`src/rtl/tmr_pkg.sv`:
```
// Shared sizes and the replica slice-index helper for the TMR fault monitor.
package tmr_pkg;

  localparam int unsigned NUM_UNITS = 3;
  localparam int unsigned NUM_REPS  = 3;
  localparam int unsigned ERR_CNT_W = 4;

  // LSB of replica rep_idx of unit unit_idx inside the flat replica bus.
  function automatic int unsigned rep_lsb(input int unsigned unit_idx,
                                          input int unsigned rep_idx,
                                          input int unsigned data_w);
    return (unit_idx * NUM_REPS + rep_idx) * data_w;
  endfunction

endpackage

```
`src/rtl/tmr_maj3.sv`:
```
// Combinational bitwise 2-of-3 majority with an all-inputs-equal flag.
module tmr_maj3 #(
  parameter int unsigned DATA_W = 8
) (
  input  logic [DATA_W-1:0] a_i,
  input  logic [DATA_W-1:0] b_i,
  input  logic [DATA_W-1:0] c_i,
  output logic [DATA_W-1:0] maj_c_o,
  output logic              all_eq_c_o
);

  assign maj_c_o    = (a_i & b_i) | (a_i & c_i) | (b_i & c_i);
  assign all_eq_c_o = (a_i == b_i) && (b_i == c_i);

endmodule

```
`src/rtl/tmr_fault_monitor.sv`:
```
// Replica/unit voting, per-unit fault flags and windowed link parity-error rate.
// Optional macro FAULT_FILTER_EN: fault needs two consecutive mismatching samples.
module tmr_fault_monitor
  import tmr_pkg::*;
#(
  parameter int unsigned DATA_W = 8,
  parameter int unsigned WINDOW = 10
) (
  input  logic                                    clk,
  input  logic                                    rst_n,
  input  logic [NUM_UNITS-1:0]                    en,
  input  logic                                    tmr_valid,
  input  logic [NUM_UNITS*NUM_REPS*DATA_W-1:0]    tmr_data,
  input  logic                                    rx_valid,
  input  logic [DATA_W-1:0]                       rx_data,
  input  logic                                    rx_parity,
  output logic [NUM_UNITS-1:0]                    fault,
  output logic [ERR_CNT_W-1:0]                    err_rate,
  output logic                                    out_valid,
  output logic [DATA_W-1:0]                       out_data,
  output logic                                    out_err
);

  logic [DATA_W-1:0]    unit_w [NUM_UNITS];
  logic [NUM_UNITS-1:0] unit_eq;
  logic [NUM_UNITS-1:0] mis;
  logic [DATA_W-1:0]    sys_maj;
  logic                 sys_eq;
  logic                 any_pair_eq;
  logic                 pe;

  logic [NUM_UNITS-1:0] fault_q, fault_d;
  logic                 out_valid_q, out_valid_d;
  logic [DATA_W-1:0]    out_data_q, out_data_d;
  logic                 out_err_q, out_err_d;
  logic [ERR_CNT_W-1:0] frm_cnt_q, frm_cnt_d;
  logic [ERR_CNT_W-1:0] err_cnt_q, err_cnt_d;
  logic [ERR_CNT_W-1:0] err_rate_q, err_rate_d;
`ifdef FAULT_FILTER_EN
  logic [NUM_UNITS-1:0] hist_q, hist_d;
`endif

  // Replica vote inside each unit
  for (genvar u = 0; u < NUM_UNITS; u++) begin : g_unit
    tmr_maj3 #(.DATA_W(DATA_W)) u_maj3 (
      .a_i       (tmr_data[rep_lsb(u, 0, DATA_W) +: DATA_W]),
      .b_i       (tmr_data[rep_lsb(u, 1, DATA_W) +: DATA_W]),
      .c_i       (tmr_data[rep_lsb(u, 2, DATA_W) +: DATA_W]),
      .maj_c_o   (unit_w[u]),
      .all_eq_c_o(unit_eq[u])
    );
  end

  assign mis = ~unit_eq;

  tmr_maj3 #(.DATA_W(DATA_W)) u_sys_maj3 (
    .a_i       (unit_w[0]),
    .b_i       (unit_w[1]),
    .c_i       (unit_w[2]),
    .maj_c_o   (sys_maj),
    .all_eq_c_o(sys_eq)
  );

  // With all three units live, only a three-way disagreement leaves no majority
  assign any_pair_eq = sys_eq || (unit_w[0] == unit_w[1]) ||
                       (unit_w[1] == unit_w[2]) || (unit_w[0] == unit_w[2]);

  assign pe = (^rx_data) ^ rx_parity;

  always_comb begin
    out_valid_d = tmr_valid;
    out_data_d  = out_data_q;
    out_err_d   = out_err_q;
    if (tmr_valid) begin
      unique case (en)
        3'b111: begin
          out_data_d = sys_maj;
          out_err_d  = !any_pair_eq;
        end
        3'b011: begin
          out_data_d = unit_w[0];
          out_err_d  = (unit_w[0] != unit_w[1]);
        end
        3'b101: begin
          out_data_d = unit_w[0];
          out_err_d  = (unit_w[0] != unit_w[2]);
        end
        3'b110: begin
          out_data_d = unit_w[1];
          out_err_d  = (unit_w[1] != unit_w[2]);
        end
        3'b001: begin
          out_data_d = unit_w[0];
          out_err_d  = mis[0];
        end
        3'b010: begin
          out_data_d = unit_w[1];
          out_err_d  = mis[1];
        end
        3'b100: begin
          out_data_d = unit_w[2];
          out_err_d  = mis[2];
        end
        default: begin
          out_data_d = '0;
          out_err_d  = 1'b1;
        end
      endcase
    end
  end

  // Fault level holds between samples; a disabled unit clears immediately
  always_comb begin
    fault_d = fault_q;
`ifdef FAULT_FILTER_EN
    hist_d  = hist_q;
`endif
    for (int u = 0; u < NUM_UNITS; u++) begin
      if (!en[u]) begin
        fault_d[u] = 1'b0;
`ifdef FAULT_FILTER_EN
        hist_d[u]  = 1'b0;
`endif
      end else if (tmr_valid) begin
`ifdef FAULT_FILTER_EN
        fault_d[u] = mis[u] & hist_q[u];
        hist_d[u]  = mis[u];
`else
        fault_d[u] = mis[u];
`endif
      end
    end
  end

  // The closing frame's own error is folded into the published rate
  always_comb begin
    frm_cnt_d  = frm_cnt_q;
    err_cnt_d  = err_cnt_q;
    err_rate_d = err_rate_q;
    if (rx_valid) begin
      if (frm_cnt_q == ERR_CNT_W'(WINDOW - 1)) begin
        err_rate_d = err_cnt_q + ERR_CNT_W'(pe);
        frm_cnt_d  = '0;
        err_cnt_d  = '0;
      end else begin
        frm_cnt_d  = frm_cnt_q + ERR_CNT_W'(1);
        err_cnt_d  = err_cnt_q + ERR_CNT_W'(pe);
      end
    end
  end

  always_ff @(posedge clk or negedge rst_n) begin
    if (!rst_n) begin
      fault_q     <= '0;
      out_valid_q <= 1'b0;
      out_data_q  <= '0;
      out_err_q   <= 1'b0;
      frm_cnt_q   <= '0;
      err_cnt_q   <= '0;
      err_rate_q  <= '0;
`ifdef FAULT_FILTER_EN
      hist_q      <= '0;
`endif
    end else begin
      fault_q     <= fault_d;
      out_valid_q <= out_valid_d;
      out_data_q  <= out_data_d;
      out_err_q   <= out_err_d;
      frm_cnt_q   <= frm_cnt_d;
      err_cnt_q   <= err_cnt_d;
      err_rate_q  <= err_rate_d;
`ifdef FAULT_FILTER_EN
      hist_q      <= hist_d;
`endif
    end
  end

  assign fault     = fault_q;
  assign err_rate  = err_rate_q;
  assign out_valid = out_valid_q;
  assign out_data  = out_data_q;
  assign out_err   = out_err_q;

endmodule

```
`config.mk`:
```
export PLATFORM = sky130hd
export DESIGN_NAME = tmr_fault_monitor
export DESIGN_NICKNAME = d
export VERILOG_FILES = /design/src/rtl/tmr_pkg.sv /design/src/rtl/tmr_maj3.sv /design/src/rtl/tmr_fault_monitor.sv
export SDC_FILE = /design/constraint.sdc
export NUM_CORES = 1
export LEC_CHECK = 0
export ABC_AREA = 1
export CORE_UTILIZATION = 47
export CTS_CLUSTER_DIAMETER = 150
export CTS_CLUSTER_SIZE = 24
export DETAILED_ROUTE_END_ITERATION = 6
export PLACE_DENSITY = 0.83
export SYNTH_ARGS = -nofsm -noshare
export SYNTH_HDL_FRONTEND = slang
export SYNTH_SLANG_ARGS = --single-unit
export TNS_END_PERCENT = 20
```
`constraint.sdc`:
```
create_clock -name clk -period 1.35 [get_ports clk]
set_input_delay 0.405 -clock clk [delete_from_list [all_inputs] [get_ports clk]]
set_output_delay 0.405 -clock clk [all_outputs]
set_load 0.01 [all_outputs]
```
==> results of run 1 <==
routing by layer:
| metal | GRT usage [%] | overflow |
|---|---|---|
| met2 | 96.80 | 46 |
| met4 | 89.66 | 28 |
| met3 | 57.91 | 1 |
| met1 | 69.77 | 3 |
| met5 | 15.83 | 0 |
stage by stage:
stage          worst slack, ns  util [%]  std cells  TNS (ns)  hold WS, ns
3_3_place_gp            -1.015     74.04        674    -17.37       0.4573
2_1_floorplan          -0.3816         -        442    -4.762       0.1094
4_1_cts                -0.3892     91.34        700    -3.619       0.4741
3_5_place_dp            -1.085     74.04        674    -18.55       0.4600
logic make-up after synthesis:
group | count (synthesis)
AOI/OAI and AO/OA | 42
DFF | 25
xor gates and xnor gates | 13
buffers and inverters | 31
and+or+nand+nor | 257
adders and majority gates | 74
timing repair:
action                     4_1_cts
pin swaps                      159
buffers inserted                22
cloned                           0
setup endpoints to repair       38
hold buffers                     0
resized for setup              586
==> impl_metrics.yaml, run 1 <==
synthesis:
  async_reset_ff_share_pct: 100.0
  syn_nets: 604
  post-synth-top-area-cell: "ha_1"
  synth-compound-area-share_pct: 7.633
  synth-main-ff-cell: "dfrtp_1"
  syn_inst: 442
  yosys.area_share.simple_pct: 34.00
  synthMuxAreaShare_pct: 0
  synth-xor-area-share_pct: 3.714
  yosys_warnings: 0
  synthAdderAreaFrac_pct: 30.20
  synth_common_cells: "145 x nand2_1, 79 x nor2_1, 74 x ha_1"
  synth-edff-count: 0
  synth.distinct_cells: 22
  synthDominantCellAreaShare_pct: 30.20
  synth_top_family_by_area: "simple AND/OR/NAND/NOR gates"
  ys_seq_area_share_pct: 20.41
  yosysMostFrequentCell: "nand2_1"
  syn_area_um2: 3065
  ys_seq_elements: 25
  synthTopCellsByArea: "ha_1 30%, dfrtp_1 20%, nand2_1 18%, nor2_1 9.7%, nand3_1 3.3%"
  avgSynthCellArea_um2: 6.935
placed_design:
  port_buffers: 104
  gp_congestion: 0.8984
  placedInstanceArea_um2: 4674
  dp_hpwl_um: 7705
die:
  rows: 29
  initial_utilization_pct: 48.55
  design.portCount: 105
  die_x_um: 82.76
  die_y_um: 82.76
outcome:
  outcome.stop_stage: "global routing (5_1_grt)"
  status: "did not finish"
  error: "[ERROR GRT-0232] Routing congestion too high. Check the congestion heatmap in the GUI."
grt:
  overflow: 78
  grt_max_degree: 26
  grt_usage_pct: 76.06
clock_network:
  clk_path_buf_depth: 2
  htreeDepth: 1
  cts_sinks: 25
  clockRootBuffer: "clkbuf_8"
  cts_buffers: 3
sta:
  worstEndpointType: "register data pin"
  grt-worst-endpoint: "out_err$_DFFE_PN0P_/D"
==> run 2: changes to the inputs <==
--- a/config.mk
+++ b/config.mk
@@ -6,11 +6,9 @@
 export NUM_CORES = 1
 export LEC_CHECK = 0
 export ABC_AREA = 1
-export CORE_UTILIZATION = 47
-export CTS_CLUSTER_DIAMETER = 150
-export CTS_CLUSTER_SIZE = 24
+export CORE_UTILIZATION = 40
 export DETAILED_ROUTE_END_ITERATION = 6
-export PLACE_DENSITY = 0.83
+export PLACE_DENSITY_LB_ADDON = 0.15
 export SYNTH_ARGS = -nofsm -noshare
 export SYNTH_HDL_FRONTEND = slang
 export SYNTH_SLANG_ARGS = --single-unit
==> run 2 against run 1 <==
The flow now finishes, with violations (setup timing). Synthesized cell count unchanged. Area after synthesis unchanged.
==> impl_metrics.yaml, run 2 <==
outcome:
  status: "finished with violations"
  violations: "setup timing"
synthesis:
  synthDominantCellAreaShare_pct: 30.20
  syn_inst: 442
  syn_area_um2: 3065
  yosysMostFrequentCell: "nand2_1"
  synth_common_cells: "145 x nand2_1, 79 x nor2_1, 74 x ha_1"
  post-synth-top-area-cell: "ha_1"
  async_reset_ff_share_pct: 100.0
  ys_seq_elements: 25
  synthTopCellsByArea: "ha_1 30%, dfrtp_1 20%, nand2_1 18%, nor2_1 9.7%, nand3_1 3.3%"
  synth-edff-count: 0
  yosys_warnings: 0
  synth-main-ff-cell: "dfrtp_1"
  synth.distinct_cells: 22
  syn_nets: 604
  avgSynthCellArea_um2: 6.935
  ys_seq_area_share_pct: 20.41
worst_setup_path:
  r2r_cells: 6
  crit_fanout: 3
  worst-path-buf-inv: 1
  startpoint_type: "input pin"
  crit_cells: 11
  cpMostUsedCell: "ha_4"
  required_ns: 1.51
  rrSetupSlack_ns: 0.12
  crit_family: "simple AND/OR/NAND/NOR gates"
  crit_path_end_kind: "flip-flop"
  arrival_ns: 1.92
  crit_slowest_cell: "ha_4"
  max_stage_delay_ns: 0.25
  path_cells: "clkdlybuf4s15_2, ha_4, nor2_4, nand2_4, ha_4, nor2_2, nand4_1, a21oi_1, o21ai_1, nor2_1, a21oi_2"
  path_class: "input pin to flip-flop"
clock_network:
  clkLatencyLatePin_ns: 0.27
  htreeDepth: 1
  ctsHoldBuffers: 0
  clk_path_buf_depth: 2
  clk_pin_slew_ns: 0.09
  clockRootBuffer: "clkbuf_8"
  cts_sinks: 25
  cts_tree: "done"
  cts_buffers: 3
sta:
  finClkSkew_ns: 0.005717
  final_min_period_over_clock_period_pct: 130.5
  setup_viol: 17
  finalHoldViolCount: 0
  tightestPinTransition_ns: 0.3053
  max_freq_mhz: 567.8
  rsz0062_at_grt: "yes"
  finalCriticalPeriod_ns: 1.761
  whs_ns: 0.4802
  maxSlewHeadroom_pct: 79.64
  worst_slack_ns: -0.4112
  slew_viol_final: 0
  fin_setup_tns_ns: -4.067
route:
  drt_wl_total_um: 11890
  route.detailed.drc: 0
  vias: 3871
  drtAntennaViolNets: 0
  firstDrtPassIters: 4
  viasPerCell: 5.369
  drtIter0Drc: 153
  routedWlPerCell_um: 16.49
cells_and_area:
  layout_common_cells: "117 x nand2_1, 70 x buf_4, 64 x ha_4, 50 x buf_2, 39 x nor2_1"
  nets: 785
  final_core_util_pct: 81.50
  layout_commonest_cell: "nand2_1"
  area_growth_syn_to_layout_pct: 94.90
  largest_reg_flops: 8
  antennaDiodeCount: 0
  n_fill_cell: 437
  drive_above_1_share_pct: 54.34
power_and_ir_drop:
  sw_frac_of_total_pct: 41.05
  p_leak_nw: 2.635
  seq_power_share_pct: 26.4
  power_mw: 4.245
  p_int_mw: 2.502
  p_per_area_nw_per_um2: 710.5
  power_switching_mw: 1.743
  clock_power_share_pct: 10.5
  worst_ir_drop_vdd_v: 0.0004702
  combPwrFrac_pct: 63.1
grt:
  overflow: 0
  use_met2_pct: 57.44
  grt_max_degree: 26
  top_usage_layer: "met2"
  grt_usage_pct: 28.83
  grt_util_met3_pct: 2.585
  antenna_found_initial: 0
  grt_pass1_wl_um: 17900
  grt_pass1_vias: 3977
  grt_util_met1_pct: 30.56
die:
  initial_utilization_pct: 41.82
  die_x_um: 89.54
  die_y_um: 89.54
  rows: 31
  design.portCount: 105
  core_area_um2: 7331
  dieArea_um2: 8017
placed_design:
  port_buffers: 104
  pre_cts_slack_ns: -1.053
  gp_congestion: 0.9878
  dp_hpwl_um: 7440
worst_hold_path:
  hp-class: "input pin to asynchronous set/reset pin"
flow_run:
  maxCapViolCount: 0
-- run 2: worst paths after layout --
check	from	to
worst min-delay path	rst_n	out_data[1]
min in group clk	err_rate[3]	err_rate[3]
worst max-delay path	tmr_data[52]	out_err
max in group asynchronous	rst_n	out_err
worst max register to register	frm_cnt_q[2]	err_rate[1]
worst min register to register	err_rate[3]	err_rate[3]
-- run 2: kinds of logic after synthesis --
group	synth area share, %
simple gates	34.00
flops	20.41
buf+inv	4.041
xor+xnor	3.714
compound gates	7.633
fa+ha+maj	30.20
-- run 2: stage by stage --
stage	std cells	area [µm²]
detailed placement	696	4715
CTS	719	5713
finish	721	5974
global route	721	5974
global placement	696	4715
floorplan	442	3129
-- run 2: area by class of cell --
type | instances | area, µm² | area share (%)
Clock inverter | 1 | 7.507 | 0.1257
Multi-Input combinational cell | 386 | 3676 | 61.53
Inverter | 29 | 111.4 | 1.864
Timing Repair Buffer | 178 | 1389 | 23.25
Clock buffer | 3 | 41.29 | 0.6911
Tap cell | 99 | 123.9 | 2.073
Sequential cell | 25 | 625.6 | 10.47
-- run 2: power by group through the flow --
stage | clock network [mW] | logic, mW | registers, mW
6_report | 0.445 | 2.68 | 1.12
5_1_grt | 0.486 | 2.93 | 1.15
4_1_cts | 0.454 | 2.35 | 1.11
3_5_place_dp | 0 | 1.91 | 1.12
3_3_place_gp | 0 | 1.85 | 1.10
2_1_floorplan | 0 | 0.942 | 1.14
-- run 2: what timing repair did --
item                                    CTS  global route
resized for setup                       523            91
endpoints found under the hold margin     0             0
endpoints found under the setup margin   38            32
pin swaps                               156            62
setup buffers                            19             3
-- run 2: metal layers --
layer	up-vias	wire, µm
met1	1829	4448
met2	153	6342
met4	0	597
met3	58	501
met5	-	0
li1	1831	-
-- run 2: worst reg2reg max path, cell delays in order (launching register included) --
cell     delay, ns
dfrtp_1       0.40
inv_1         0.10
nand4_1       0.16
nor2_1        0.16
inv_1         0.15
nand2_1       0.09
o21ai_1       0.06
(Power assumes the default switching activity.)
